File: src/rtl/maze_responder_pkg.sv
// Shared definitions for the maze responder: FSM state encoding and default geometry.
package maze_responder_pkg;

  localparam int DIM_W_DEF = 4;

  typedef enum logic [1:0] {
    EMPTY = 2'd0,
    LOAD  = 2'd1,
    SERVE = 2'd2
  } maze_state_t;

endpackage

File: src/rtl/maze_cell_array.sv
// N x N maze cell storage: one masked row-wide synchronous write port and one
// registered single-cell read port. Cell contents are never reset.
module maze_cell_array
  import maze_responder_pkg::*;
#(
  parameter int DIM_W = DIM_W_DEF
) (
  input  logic                    clk,
  input  logic                    rst,
  input  logic                    we,
  input  logic [DIM_W-1:0]        wy,
  input  logic [(2**DIM_W)-1:0]   wmask,
  input  logic [(2**DIM_W)-1:0]   wdata,
  input  logic                    re,
  input  logic                    rforce,
  input  logic [DIM_W-1:0]        rx,
  input  logic [DIM_W-1:0]        ry,
  output logic                    rdata
);

  localparam int N = 2**DIM_W;

  logic [N-1:0] mem_r [N];
  logic         rdata_r;

  // Masked row write; a full mask loads a whole row, a one-hot mask updates one cell.
  always_ff @(posedge clk) begin
    for (int i = 0; i < N; i++) begin
      if (we && wmask[i]) begin
        mem_r[wy][i] <= wdata[i];
      end
    end
  end

  // Registered read; sees the pre-write value when the same cell is written this edge.
  always_ff @(posedge clk or posedge rst) begin
    if (rst) begin
      rdata_r <= 1'b1;
    end else if (re) begin
      rdata_r <= rforce ? 1'b1 : mem_r[ry][rx];
    end
  end

  assign rdata = rdata_r;

endmodule

File: src/rtl/maze_responder.sv
// Maze memory serving a rat's cell reads/writes after a row-by-row load.
// Optional wall write protection is enabled by defining MAZE_WRITE_PROTECT_EN.
module maze_responder
  import maze_responder_pkg::*;
#(
  parameter int DIM_W = DIM_W_DEF
) (
  input  logic                  clk,
  input  logic                  RST,
  input  logic                  RD,
  input  logic                  WR,
  input  logic [DIM_W-1:0]      X,
  input  logic [DIM_W-1:0]      Y,
  input  logic                  Din,
  output logic                  Dout,
  input  logic                  ld_start,
  input  logic                  ld_valid,
  input  logic [(2**DIM_W)-1:0] ld_row,
  output logic                  ready,
  output logic                  wr_err
);

  localparam int              N        = 2**DIM_W;
  localparam logic [DIM_W-1:0] LAST_ROW = {DIM_W{1'b1}};
  localparam logic [DIM_W-1:0] ROW_INC  = {{(DIM_W-1){1'b0}}, 1'b1};
  localparam logic [N-1:0]     CELL0    = {{(N-1){1'b0}}, 1'b1};

  maze_state_t      state_r;
  logic [DIM_W-1:0] cnt_r;
  logic             ready_r;

  logic             load_wr_s;
  logic             rat_wr_s;
  logic             wall_hit_s;
  logic             we_s;
  logic [DIM_W-1:0] wy_s;
  logic [N-1:0]     wmask_s;
  logic [N-1:0]     wdata_s;
  logic             rforce_s;

  // ld_start wins over ld_valid in the same cycle, so a restart never writes a row.
  assign load_wr_s = (state_r == LOAD) && ld_valid && !ld_start;
  assign rat_wr_s  = (state_r == SERVE) && WR && !wall_hit_s;
  assign rforce_s  = (state_r != SERVE);

  // Select the single array write port between the loader and the rat.
  always_comb begin
    we_s    = 1'b0;
    wy_s    = {DIM_W{1'b0}};
    wmask_s = {N{1'b0}};
    wdata_s = {N{1'b0}};
    if (load_wr_s) begin
      we_s    = 1'b1;
      wy_s    = cnt_r;
      wmask_s = {N{1'b1}};
      wdata_s = ld_row;
    end else if (rat_wr_s) begin
      we_s    = 1'b1;
      wy_s    = Y;
      wmask_s = CELL0 << X;
      wdata_s = {N{Din}};
    end else begin
      we_s    = 1'b0;
    end
  end

  // Load/serve control FSM with the row counter and registered ready flag.
  always_ff @(posedge clk or posedge RST) begin
    if (RST) begin
      state_r <= EMPTY;
      cnt_r   <= {DIM_W{1'b0}};
      ready_r <= 1'b0;
    end else begin
      case (state_r)
        EMPTY: begin
          if (ld_start) begin
            state_r <= LOAD;
            cnt_r   <= {DIM_W{1'b0}};
            ready_r <= 1'b0;
          end
        end
        LOAD: begin
          if (ld_start) begin
            cnt_r <= {DIM_W{1'b0}};
          end else if (ld_valid) begin
            cnt_r <= cnt_r + ROW_INC;
            if (cnt_r == LAST_ROW) begin
              state_r <= SERVE;
              ready_r <= 1'b1;
            end
          end
        end
        SERVE: begin
          if (ld_start) begin
            state_r <= LOAD;
            cnt_r   <= {DIM_W{1'b0}};
            ready_r <= 1'b0;
          end
        end
        default: begin
          state_r <= EMPTY;
          cnt_r   <= {DIM_W{1'b0}};
          ready_r <= 1'b0;
        end
      endcase
    end
  end

  assign ready = ready_r;

`ifdef MAZE_WRITE_PROTECT_EN
  logic [N-1:0] wall_r [N];
  logic         wr_err_r;

  // Wall map mirrors the loaded rows and is never touched by rat writes.
  always_ff @(posedge clk) begin
    if (load_wr_s) begin
      wall_r[cnt_r] <= ld_row;
    end
  end

  // One-cycle error pulse for each rejected rat write.
  always_ff @(posedge clk or posedge RST) begin
    if (RST) begin
      wr_err_r <= 1'b0;
    end else begin
      wr_err_r <= (state_r == SERVE) && WR && wall_hit_s;
    end
  end

  assign wall_hit_s = wall_r[Y][X];
  assign wr_err     = wr_err_r;
`else
  assign wall_hit_s = 1'b0;
  assign wr_err     = 1'b0;
`endif

  maze_cell_array #(
    .DIM_W (DIM_W)
  ) u_cells (
    .clk    (clk),
    .rst    (RST),
    .we     (we_s),
    .wy     (wy_s),
    .wmask  (wmask_s),
    .wdata  (wdata_s),
    .re     (RD),
    .rforce (rforce_s),
    .rx     (X),
    .ry     (Y),
    .rdata  (Dout)
  );

endmodule
File: config.mk
export PLATFORM = sky130hd
export DESIGN_NAME = maze_responder
export DESIGN_NICKNAME = d
export VERILOG_FILES = /design/src/rtl/maze_responder_pkg.sv /design/src/rtl/maze_cell_array.sv /design/src/rtl/maze_responder.sv
export SDC_FILE = /design/constraint.sdc
export NUM_CORES = 1
export LEC_CHECK = 0
export ABC_AREA = 0
export CAP_MARGIN = 10
export CORE_ASPECT_RATIO = 0.75
export CORE_UTILIZATION = 43
export DETAILED_ROUTE_END_ITERATION = 8
export HOLD_SLACK_MARGIN = 0.05
export PLACE_DENSITY_LB_ADDON = 0.12
export SETUP_SLACK_MARGIN = 0.05
export SLEW_MARGIN = 20
export SYNTH_ARGS = -nofsm -noshare
export SYNTH_HDL_FRONTEND = slang
export SYNTH_SLANG_ARGS = --single-unit
File: constraint.sdc
create_clock -name clk -period 4.4 [get_ports clk]
set_clock_uncertainty 0.15 [all_clocks]
set_input_delay 1.32 -clock clk [delete_from_list [all_inputs] [get_ports clk]]
set_output_delay 1.32 -clock clk [all_outputs]
set_load 0.02 [all_outputs]
==> results of run 1 <==
report_power, final:
group	total, mW	internal, mW	switching (mW)
sequential	2.76	2.76	0.00546
combinational	0.360	0.129	0.232
clock	2.11	1.18	0.935
sequential cells by signal, summed over array words and instances (netlist names):
| signal | count |
|---|---|
| u_cells.mem_r | 256 |
| cnt_r | 4 |
| state_r | 2 |
| ready | 1 |
| u_cells.rdata | 1 |
cells in the mapped netlist (all sizes together), types with 4 or more instances:
cell type and instances:
nor2b 7, o221ai 4, o21ai 20, nand4 4, a221oi 11, nor3 5, clkbuf 13, and2 6
edfxtp 256, nand3 7, nand2 75, o22ai 4, a21oi 38, buf 54, mux4 34, mux2i 54
a22oi 8, nor2 279, inv 8, mux2 4, dfrtp 7
per-layer routing:
layer,part of all wire [%],global-route usage [%],vias up
li1,-,-,3529
met1,46,37.1,4090
met2,44,37.5,309
met3,7.2,3.72,51
met4,2.3,6.06,0
met5,0,0,-
layout by cell type (no fill, tap or decap), types with 3 or more instances in the layout:
cell               n
a211oi_1           3
a21oi_1           32
a21oi_2            6
a221oi_1          11
a22oi_1            8
and2_1             6
buf_12             3
buf_4             61
clkbuf_1           7
clkbuf_16         27
clkdlybuf4s50_1   29
clkinv_1           7
clkinv_2           4
dfrtp_1            7
edfxtp_1         256
inv_1              7
mux2_2             4
mux2i_1           54
mux4_2            34
nand2_1           71
nand2_2            4
nand3_1            7
nand4_1            4
nor2_1           276
nor2b_1            7
nor3_1             5
o211ai_1           3
o21ai_0           14
o21ai_1            4
o221ai_1           4
layout make-up:
cell class | instances | area [sq um] | area share [%]
Clock buffer | 34 | 702 | 5.12
Timing Repair Buffer | 95 | 818 | 5.97
Inverter | 8 | 30.0 | 0.219
Multi-Input combinational cell | 599 | 3750 | 27.3
Sequential cell | 264 | 7890 | 57.5
Tap cell | 351 | 439 | 3.20
Clock inverter | 13 | 85.1 | 0.620
logic make-up (layout without fill, tap and decap cells):
logic type,Yosys count,in the layout,synth area share (%)
simple gates,393,393,13.1
compound gates,112,112,6.57
other cells,1,1,0.0312
flops,264,264,65.6
mux,92,92,11.2
buf+inv,75,150,3.32
fa+ha+maj,1,1,0.104
worst max-delay path, cell delays in order:
cell,delay [ns]
buf_2,0.45
buf_4,0.26
nand2_1,0.29
o221ai_1,0.29
o21ai_0,0.24
a2111oi_2,0.44
nand4_1,0.13
o21ai_1,0.23
o32ai_2,0.11
worst max-delay path by stage:
stage	slack, ns	end
3_5_place_dp	0.41	u_cells.rdata
2_1_floorplan	1.31	u_cells.rdata
5_1_grt	0.82	u_cells.rdata
3_3_place_gp	0.43	u_cells.rdata
4_1_cts	0.98	u_cells.rdata
6_report	0.93	u_cells.rdata
==> impl_metrics.yaml, run 1 <==
critical_path:
  cp.required_ns: 4.70
  crit_start: "Y[1]"
  reg2reg_to: "u_cells.mem_r[1][1]"
  path_max_fanout: 15
  r2r_slack_ns: 1.47
  critPathKind: "primary input to register"
  r2r_start: "state_r[0]"
  r2r_cells: 6
  critPathLaunchType: "primary input"
  worstPathArrival_ns: 3.76
  setup.worst_path.end_class: "register"
timing:
  final_max_slew_viol_count: 0
  fin_hold_ws_ns: 0.354
  tns_ns: 0
  rsz0062_at_grt: "false"
  fin_ws_ns: 0.933
  final_hold_viol_count: 0
  finalSetupViolCount: 0
  fin_crit_sh_pct: 78.8
  tightest_slew_ns: 0.828
  relSlewSlack_pct: 44.8
  fin_crit_ns: 3.47
  max_freq_mhz: 288
floorplanning:
  start_util_pct: 44.2
  dieArea_sq_um: 28600
  rows: 52
  ios: 34
  fp.dieH_um: 147
  coreArea_sq_um: 27200
  die_w_um: 195
grt:
  gr-total-overflow: 0
  grt_max_degree: 37
  grt_pass1_vias: 7781
  antenna_found_initial: 0
  grtUsageTotal_pct: 24.6
  grt_pass1_wl_um: 51500
route:
  antenna_left: 0
  first_pass_iters: 5
  routed_via_density: 5.85
  routed_wl_um: 34500
  wire_per_inst_um: 25.3
  drt_iter0_drc: 875
  remaining_drc_errors: 0
  vias: 7979
cells_and_area:
  fillers: 2436
  drive_gt1_share_pct: 15.8
  diodes: 0
  syn_to_final_growth_pct: 14.0
  utilization_pct: 50.4
  final_cell_area_sq_um: 13700
  final-instance-count-excl-fill: 1364
  fin_nets: 1027
placement:
  gp_congestion: 0.836
  dpl.hpwl_um: 22600
  port-buffer-count: 32
  dpl_cell_area_sq_um: 12900
  pre_cts_slack_ns: 0.410
  dp_cells: 1317
logic_synthesis:
  yosys_warnings: 0
  synth_top_area_cell: "edfxtp_1"
  synth_ff_type: "edfxtp_1"
  ys_seq_area_share_pct: 65.6
  synth_edf_count: 256
  synthesis.instances: 938
  netlist_top_cells_area: "edfxtp_1, nor2_1, mux4_2, mux2i_1, nand2_1"
  synthArstFlopShare_pct: 3.03
  syn_nets: 970
  synthesis.area_sq_um: 12000
  ys_ff_latch: 264
  synth_top_area_share_pct: 63.9
  yosysUniqueCellTypes: 57
  avgSynthCellArea_sq_um: 12.8
cts:
  cts_buffers: 27
  cts_resized: 0
  cts_tree: "built"
  clock_path_buffers: 3
  insertion_delay_ns: 0.54
  post_cts_buffers: 0
  cts_hold_buf: 0
  cts_max_level: 1
  path_clk_slew_ns: 0.06
  root_buffer: "clkbuf_16"
  clock-sinks: 264
min_path:
  hold_depth: 2
  hp-class: "register to register"
  min_to: "ready"
  holdCritStartpoint: "ready"
run_status:
  status: "finished, final reports clean"
pwr:
  powerDensity_nw_per_um2: 382
  max-vdd-ir-drop_mv: 0.253
  power.total_mw: 5.24
  p_leak_nw: 4.72
job:
  drv_cap: 0
(Power assumes the default switching activity.)
==> run 2: changes to the inputs <==
Clock period 4.4 ns to 3.3 ns, I/O delays scaled along.
==> run 2 against run 1 <==
  * Non-clock buffer count grew 45
  * Final cell count grew 3.4%
  * Final area grew 3.2%
  * Clock power grew 41%
  * Largest cell class unchanged
  * Sequential power grew 33%
  * Count of clock-buffer cells in the layout grew 2
  * Largest power group unchanged
  * Global-route usage is essentially flat
  * First-iteration DRC count shrank 5.4%
  * Critical path depth shrank 8
==> impl_metrics.yaml, run 2 (synthesized netlist as in run 1, its figures left out) <==
run_status:
  status: "finished, final reports clean"
critical_path:
  max_stage_delay_ns: 0.61
  path_delay_family: "buffers and inverters"
  cp.required_ns: 2.16
  critPathLaunchType: "register"
  worstPathArrival_ns: 1.74
  r2r_slack_ns: 0.76
  critPathKind: "register to output pin"
  r2r_start: "state_r[1]"
  path_buf_inv: 1
  path_cells: "clkdlybuf4s50_1"
  slowest_stage: "clkdlybuf4s50_1"
  setup.worst_path.end_class: "output pin"
  path_max_fanout: 3
  r2r_cells: 6
  reg2reg_to: "u_cells.mem_r[2][13]"
placement:
  dpl.hpwl_um: 23200
  gp_congestion: 0.910
  port-buffer-count: 32
  dp_cells: 1362
timing:
  relSlewSlack_pct: 43.3
  final_hold_viol_count: 0
  finalSetupViolCount: 0
  max_freq_mhz: 347
  final_max_slew_viol_count: 0
  fin_crit_sh_pct: 87.4
  rsz0062_at_grt: "false"
  tns_ns: 0
  tightest_slew_ns: 0.850
  fin_crit_ns: 2.88
min_path:
  holdCritStartpoint: "ready"
  hold_depth: 2
  min_to: "ready"
  hp-class: "register to register"
cells_and_area:
  fin_nets: 1071
  seq_area_sq_um: 7890
  largest_registers: "u_cells.mem_r: 256 flops, cnt_r: 4 flops, state_r: 2 flops"
  largest_register_ffs: 256
  layout_common_cells: "nor2_1, edfxtp_1, buf_4"
  drive_gt1_share_pct: 19.8
  utilization_pct: 52.0
  final-instance-count-excl-fill: 1411
  top_register: "u_cells.mem_r"
  syn_to_final_growth_pct: 17.7
  multi_input_area_sq_um: 3740
  layout_commonest_cell: "nor2_1"
  fillers: 2390
job:
  drv_cap: 0
floorplanning:
  start_util_pct: 44.2
  ios: 34
  fp.dieH_um: 147
  coreArea_sq_um: 27200
  dieArea_sq_um: 28600
  rows: 52
  die_w_um: 195
grt:
  grt_pass1_wl_um: 51600
  grt_max_degree: 23
  antenna_found_initial: 1
  grtUsageTotal_pct: 24.7
  gr-total-overflow: 0
  grt_pass1_vias: 7908
route:
  routed_via_density: 5.75
  remaining_drc_errors: 0
  first_pass_iters: 5
  drt_iter0_drc: 828
  routed_wl_um: 34400
  antenna_left: 0
  vias: 8112
  wire_per_inst_um: 24.4
cts:
  cts_max_level: 1
  cts_buffers: 26
  cts_hold_buf: 0
  clock-sinks: 264
  post_cts_buffers: 0
  cts_tree: "built"
  clock_path_buffers: 3
  insertion_delay_ns: 0.55
  path_clk_slew_ns: 0.07
  root_buffer: "clkbuf_16"
  cts_resized: 0
pwr:
  max-vdd-ir-drop_mv: 0.387
  powerDensity_nw_per_um2: 506
  p_leak_nw: 4.98
## run 2: cell count changes in the layout (fill, tap and decap cells not counted), moves of 2 or more
| cell | before | now |
|---|---|---|
| buf_12 | 3 | 7 |
| buf_4 | 61 | 102 |
| a21oi_2 | 6 | 4 |
| clkinv_1 | 7 | 3 |
| a21oi_1 | 32 | 34 |
| clkbuf_1 | 7 | 5 |
| clkbuf_8 | 0 | 5 |
## run 2: worst max path at each step
stage                        from       endpoint  slack (ns)  cells after the start
finish              u_cells.rdata           Dout        0.42                      1
global route        u_cells.rdata           Dout        0.38                      1
CTS                 u_cells.rdata           Dout        0.39                      1
detailed placement           Y[2]  u_cells.rdata        0.03                      8
global placement             Y[2]  u_cells.rdata        0.03                      8
floorplan                    Y[1]  u_cells.rdata        0.54                      8
## run 2: metal layers
| layer | track usage, % | wire, um | vias up |
|---|---|---|---|
| li1 | - | - | 3616 |
| met1 | 37.1 | 15600 | 4083 |
| met2 | 36.9 | 15100 | 344 |
| met3 | 4.06 | 2700 | 69 |
| met4 | 7.13 | 936 | 0 |
| met5 | 0 | 0 | - |
## run 2: layout make-up
| cell class | count | area share, % |
|---|---|---|
| clock buffer | 36 | 5.22 |
| multi-input combinational | 599 | 26.4 |
| tap | 351 | 3.10 |
| sequential | 264 | 55.7 |
| antenna | 1 | 0.0177 |
| clock inverter | 12 | 0.743 |
| inverter | 8 | 0.212 |
| timing repair buffer | 140 | 8.52 |
## run 2: power by group
| part | switching (mW) | internal [mW] |
|---|---|---|
| Sequential | 0.00747 | 3.68 |
| Clock | 1.32 | 1.65 |
| Combinational | 0.309 | 0.197 |
| Total | 1.63 | 5.52 |
## run 2: through the flow
stage / power, mW / worst slack [ns] / hold WS, ns / cell area [sq um]
after CTS: 7.21 / 0.395 / 0.367 / 14100
after floorplan: 4.04 / 0.536 / 0.332 / 12000
after detailed placement: 4.26 / 0.0321 / 0.349 / 13300
final: 7.16 / 0.417 / 0.361 / 14200
after global routing: 7.36 / 0.383 / 0.387 / 14100
after global placement: 4.26 / 0.0286 / 0.336 / 13300
